==> src/rtl/box_raster_engine.sv <==
// Box raster engine: accepts one square-draw command and streams its pixels,
// one per clock, to the vga_adapter, clipping anything outside the frame.
module box_raster_engine #(
  parameter int SCREEN_W = 160,
  parameter int SCREEN_H = 120,
  parameter int SIZE_W   = 5
) (
  input  logic              CLOCK_50,
  input  logic              reset,
  input  logic              cmd_valid,
  output logic              cmd_ready,
  input  logic [7:0]        cmd_x,
  input  logic [6:0]        cmd_y,
  input  logic [SIZE_W-1:0] cmd_size,
  input  logic [2:0]        cmd_colour,
  output logic [7:0]        x,
  output logic [6:0]        y,
  output logic [2:0]        colour,
  output logic              plot,
  output logic              busy,
  output logic              done
);

  typedef enum logic [1:0] {IDLE, DRAW, DONE} state_t;

  localparam logic [8:0]        W_LIM = 9'(SCREEN_W);
  localparam logic [7:0]        H_LIM = 8'(SCREEN_H);
  localparam logic [SIZE_W-1:0] ONE   = SIZE_W'(1);

  state_t state, state_n;

  logic [7:0]        ox, ox_n;
  logic [6:0]        oy, oy_n;
  logic [SIZE_W-1:0] sz, sz_n;
  logic [2:0]        col, col_n;
  logic [SIZE_W-1:0] dx, dx_n;
  logic [SIZE_W-1:0] dy, dy_n;
  logic [SIZE_W-1:0] last;
  logic              accept;

  logic [8:0] px;
  logic [7:0] py;
  logic [7:0] x_n;
  logic [6:0] y_n;
  logic [2:0] colour_n;
  logic       plot_n;
  logic       busy_n;
  logic       done_n;

  assign cmd_ready = (state == IDLE) && !reset;
  assign accept    = cmd_valid && cmd_ready;
  assign last      = sz - ONE;

  // State register; the counters always point at the pixel currently on the outputs.
  always_ff @(posedge CLOCK_50) begin
    if (reset) state <= IDLE;
    else       state <= state_n;
  end

  // Next-state and scan-counter logic: latch on accept, then raster left-to-right, top-to-bottom.
  always_comb begin
    state_n = state;
    ox_n    = ox;
    oy_n    = oy;
    sz_n    = sz;
    col_n   = col;
    dx_n    = dx;
    dy_n    = dy;
    case (state)
      IDLE: begin
        if (accept) begin
          ox_n    = cmd_x;
          oy_n    = cmd_y;
          sz_n    = cmd_size;
          col_n   = cmd_colour;
          dx_n    = '0;
          dy_n    = '0;
          state_n = (cmd_size == '0) ? DONE : DRAW;
        end
      end
      DRAW: begin
        if (dx == last && dy == last) begin
          state_n = DONE;
        end else if (dx == last) begin
          dx_n = '0;
          dy_n = dy + ONE;
        end else begin
          dx_n = dx + ONE;
        end
      end
      DONE: state_n = IDLE;
      default: state_n = IDLE;
    endcase
  end

  // Output decode from the upcoming state, so the registered outputs line up with that state.
  always_comb begin
    px       = {1'b0, ox_n} + 9'(dx_n);
    py       = {1'b0, oy_n} + 8'(dy_n);
    x_n      = '0;
    y_n      = '0;
    colour_n = '0;
    plot_n   = 1'b0;
    busy_n   = 1'b0;
    done_n   = 1'b0;
    case (state_n)
      DRAW: begin
        x_n      = px[7:0];
        y_n      = py[6:0];
        colour_n = col_n;
        plot_n   = (px < W_LIM) && (py < H_LIM);
        busy_n   = 1'b1;
      end
      DONE: begin
        busy_n = 1'b1;
        done_n = 1'b1;
      end
      default: begin
        busy_n = 1'b0;
      end
    endcase
  end

  // Latched command and scan counters.
  always_ff @(posedge CLOCK_50) begin
    if (reset) begin
      ox  <= '0;
      oy  <= '0;
      sz  <= '0;
      col <= '0;
      dx  <= '0;
      dy  <= '0;
    end else begin
      ox  <= ox_n;
      oy  <= oy_n;
      sz  <= sz_n;
      col <= col_n;
      dx  <= dx_n;
      dy  <= dy_n;
    end
  end

  // Registered pixel outputs towards the vga_adapter.
  always_ff @(posedge CLOCK_50) begin
    if (reset) begin
      x      <= '0;
      y      <= '0;
      colour <= '0;
      plot   <= 1'b0;
      busy   <= 1'b0;
      done   <= 1'b0;
    end else begin
      x      <= x_n;
      y      <= y_n;
      colour <= colour_n;
      plot   <= plot_n;
      busy   <= busy_n;
      done   <= done_n;
    end
  end

endmodule

==> config.mk <==
export PLATFORM = sky130hd
export DESIGN_NAME = box_raster_engine
export DESIGN_NICKNAME = d
export VERILOG_FILES = /design/src/rtl/box_raster_engine.sv
export SDC_FILE = /design/constraint.sdc
export NUM_CORES = 1
export LEC_CHECK = 0
export ABC_CLOCK_PERIOD_IN_PS = 6080
export BUFFER_PORTS_ARGS = -buffer_cell sky130_fd_sc_hd__buf_2
export CAP_MARGIN = 30
export CORE_AREA = 2 2 77 79
export DETAILED_ROUTE_END_ITERATION = 10
export DIE_AREA = 0 0 79 81
export PLACE_DENSITY_LB_ADDON = 0.25
export SYNTH_ARGS = -nofsm -noshare
export SYNTH_HDL_FRONTEND = slang
export SYNTH_SLANG_ARGS = --single-unit
==> constraint.sdc <==
create_clock -name CLOCK_50 -period 6.08 [get_ports CLOCK_50]
set_input_delay 1.824 -clock CLOCK_50 [delete_from_list [all_inputs] [get_ports CLOCK_50]]
set_output_delay 1.824 -clock CLOCK_50 [all_outputs]
set_load 0.05 [all_outputs]
# ---- After elaboration in Yosys (flattened, before gate mapping)
# Index checks and enable logic that the tools add are counted.
dict set report op_classes {
  mux 20
  reduce_logical 10
  add_sub_neg 5
  n_eq_ne 5
  n_bitwise 1
  magnitude_cmp 2
}
# operator n
set ops {}
lappend ops {{two-way mux 5 bit} 6}
lappend ops {{case mux 5 bit (2 select lines)} 2}
lappend ops {{two-way mux 8 bit} 2}
lappend ops {{two-way mux 7 bit} 2}
lappend ops {{adder 5 x 1 -> 5 bit (second input constant)} 2}
lappend ops {{equality test 5 bit} 2}
lappend ops {{adder 8 x 5 -> 9 bit} 1}
lappend ops {{< comparator 9 x 8 -> 1 bit (second input constant)} 1}
lappend ops {{adder 7 x 5 -> 8 bit} 1}
lappend ops {{< comparator 8 x 7 -> 1 bit (second input constant)} 1}
lappend ops {{two-way mux 2 bit} 3}
lappend ops {{two-way mux 3 bit} 2}
lappend ops {{logical NOT 5 bit} 1}
lappend ops {{subtractor 5 x 1 -> 5 bit (second input constant)} 1}
lappend ops {{equality test 2 x 1 -> 1 bit (second input constant)} 2}
lappend ops {{logical AND 1 bit} 4}
lappend ops {{case mux 2 bit (2 select lines)} 1}
lappend ops {{OR reduction 2 bit} 2}
lappend ops {{equality test 2 bit (second input constant)} 1}
lappend ops {{logical NOT 2 bit} 1}
lappend ops {{two-way mux 1 bit} 2}
lappend ops {{AND reduction 2 bit} 1}
lappend ops {{logical NOT 1 bit} 1}
lappend ops {{NOT 1 bit} 1}
dict set report totals {
  word_cells 56
  output_inout_bits 22
  register_bits 56
  input_bits 26
}

# ---- Logic depth before layout (Yosys ltp)
dict set report depth {
  word_depth 8
  depth_mapped 15
  depth_no_buf 14
}

# ---- Worst setup path after synthesis
# No wires, ideal clock.
dict set report synth_timing {
  kind {input port to flip-flop}
  startpoint {in reset}
  endpoint {reg plot}
  required_ps 5992
  path_buffers 2
  path_slack_ps 511
  arrival_time_ps 5481
  cell_stages 11
  setup_time_ps 88
  path_cell_list {nor3_1 and2_1 clkbuf_1 clkbuf_1 nor3_1 a31o_2 ha_1 and3_1 a2111oi_0 a221oi_1 nor4_2}
}
dict set report synth_between {
  elab_chain_cells 8
  elab_cells_between_ends 21
  classes_between {add/sub (2); order compare (2); eq/ne (1); mux (10); bitwise (1); reduce/logical (5)}
}
# element line
set synth_lines {}
lappend synth_lines {{start, declared} 9} ;# input logic reset,
lappend synth_lines {{logical NOT 1 bit} 50} ;# assign cmd_ready = (state == IDLE) && !reset;
lappend synth_lines {{logical AND 1 bit} 50}
lappend synth_lines {{logical AND 1 bit} 51} ;# assign accept = cmd_valid && cmd_ready;
lappend synth_lines {{two-way mux 5 bit} 71} ;# if (accept) begin
lappend synth_lines {{case mux 5 bit (2 select lines)} 69} ;# case (state)
lappend synth_lines {{via dx_n[4]} 36} ;# logic [SIZE_W-1:0] dx, dx_n;
lappend synth_lines {{adder 8 x 5 -> 9 bit} 98} ;# px = {1'b0, ox_n} + 9'(dx_n);
lappend synth_lines {{< comparator 9 x 8 -> 1 bit} 111} ;# plot_n = (px < W_LIM) && (py < H_LIM);
lappend synth_lines {{logical AND 1 bit} 111}
lappend synth_lines {{end signal, assigned} 156} ;# plot <= plot_n;
lappend synth_lines {{end, declared} 19} ;# output logic plot,
# The timed path passes the listed nets, and every way through them passes these cells.
# A chain may end at the register's enable or synchronous reset.

# ---- Worst setup path in the final report
# Same ends and word-level chain as after synthesis.

==> impl_metrics.toml <==
[sta]
hold_ws_ns = 0.463
post-route-period-util_pct = 78.2
rsz0062_at_grt = "false"
fmax_ghz = 0.210
worst_pin_slew_ns = 0.923
fin_crit_ns = 4.76
setup_tns_ns = 0
final-hold-violation-count = 0
drv_slew = 0
setup_violations = 0
slew-limit-headroom_pct = 36.9
finalClockSkew_ns = 0.00681

[logic_synthesis]
yosys_warnings = 0
synth_area_um2 = 3110
synth_top_area_share_pct = 36.0
yosysUniqueCellTypes = 63
netlist_instances = 343
synth-edff-count = 0
synth_top_area_cell = "dfxtp_1"
synth_async_sr_flop_share_pct = 0
synth-main-ff-cell = "dfxtp_1"
seq_area_frac_synth_pct = 36.0
ys_seq_elements = 56
syn_avg_cell_area_um2 = 9.07
synth.area.top_cells = "dfxtp_1 (36%), nand2_1 (7.1%), ha_1 (6.0%), a21oi_1 (5.0%), nor2_1 (3.0%)"
synth.net_count = 386

[setup_path]
cp.required_ns = 6.30
cp-start-kind = "primary input"
worst-path-max-fanout = 11
worstPathArrival_ns = 4.98
crit_path_end_kind = "flip-flop"
path_class = "in -> reg"

[drt]
drt-total-wl_um = 6490
post_drt_wl_per_cell_um = 14.1
vias = 2516
antenna_left = 0
drt_pass1_iterations = 4
viasPerCell = 5.48
drc = 0
drtIter0Drc = 134

[clocking]
cts_tree = "built"
cts_root_buf = "clkbuf_8"
postCtsSetupBuffers = 0
numCtsBuffers = 5
cts.path.max_buffers = 2
cts_sinks = 56
insertion_delay_ns = 0.30
htree_levels = 2
post_cts_resized = 0
clkTransAtPathRegs_ns = 0.10
ctsHoldBuffers = 0

[placed_design]
place.gp.congestion = 0.875
hpwl_um = 4820
portBuffers = 47
place_inst = 451

[power_and_ir_drop]
p_leak_nw = 1.54
power.density_nw_per_um2 = 207
p_total_w = 0.000717
ir_worst_vdd_uv = 132

[cells_and_area]
drive_gt1_share_pct = 21.4
nets = 426
syn_to_final_growth_pct = 11.3
final_common_cell = "nand2_1"
mostFrequentLayoutCells = "nand2_1 (59), dfxtp_1 (56), buf_2 (47)"
antenna_cells = 0
fin_cells = 459

[die]
fp.dieW_um = 79
core_area_um2 = 5680
start_util_pct = 54.8
die_area_um2 = 6400
io_pins = 48
rows = 28
die_h_um = 81

[grt]
grt_start_max_net_pins = 40
grt_pass1_vias = 2379
antenna_found_initial = 0
grt_use_total_pct = 21.4
grt_overflow = 0
grt_pass1_wl_um = 11000

[min_path]
hold_path.class = "reg -> reg"

[status]
status = "complete, no violations"

[job]
max_cap_viol_count = 0
area by class of cell:
cell class,instances,area (um^2)
clock buffer,5,68.8
clock inverter,3,18.8
fill,526,2210
inverter,11,41.3
multi-input combinational,259,1860
sequential,56,1120
tap,75,93.8
timing repair buffer,50,258
cell usage after synthesis (all sizes together) (4+ instances only):
cell type,count
clkbuf,10
ha,15
nand3,9
nor3,12
nor4,5
mux2i,10
a211oi,4
and2,9
xnor2,8
xor2,5
and3,6
dfxtp,56
nor2,25
buf,7
o21ai,6
inv,11
a21oi,31
a21o,6
mux2,5
nand2,59
per-stage QoR:
| step | util, % | instance area, um^2 | setup WS (ns) |
|---|---|---|---|
| 2_1_floorplan | - | 3110 | 0.511 |
| 3_3_place_gp | 59.5 | 3380 | 1.05 |
| 3_5_place_dp | 59.5 | 3380 | 1.01 |
| 4_1_cts | 61.0 | 3460 | 1.35 |
| 5_1_grt | 61.0 | 3460 | 1.04 |
| 6_report | 61.0 | 3460 | 1.32 |
critical path: stages:
cell and delay, ns:
buf_2 0.12, or4b_1 0.67, nand3_1 0.23, o31a_1 0.20, a22oi_1 0.08, ha_1 0.38
and3_1 0.22, a2111oi_0 0.84, a221oi_1 0.25, nor4_2 0.17
worst paths after layout:
path / start / end / slack (ns) / depth (start not counted)
max: reset / plot / 1.32 / 10
min: col[0] / col[0] / 0.46 / 2
max reg2reg: sz[0] / plot / 1.78 / 12
min reg2reg: col[0] / col[0] / 0.46 / 2
kinds of logic after synthesis:
kind of cell / count (synthesis) / synth area share [%]
simple gates: 141 / 23.8
compound gates: 67 / 14.0
flops: 56 / 36.0
buf+inv: 28 / 4.10
xor+xnor: 19 / 8.16
fa+ha+maj: 17 / 7.32
mux: 15 / 6.59
metal layers:
| metal | track usage (%) | share of wire (%) |
|---|---|---|
| met5 | 0 | 0 |
| met1 | 29.5 | 47 |
| met2 | 36.2 | 49 |
| met3 | 3.00 | 3.7 |
| met4 | 4.48 | 0.59 |
power by group:
part	switching (W)	internal [W]	total, W
combinational	0.0000807	0.0000478	0.000129
clock	0.000121	0.0000807	0.000202
sequential	0.00000668	0.000379	0.000386
registers in the layout, indices dropped and copies added, names as in the netlist:
signal and count:
dx 5, y 7, state 2, busy 1
dy 5, col 3, sz 5, x 8
plot 1, done 1, oy 7, ox 8
colour 3
Note: power is estimated with default switching activity, not from simulation.
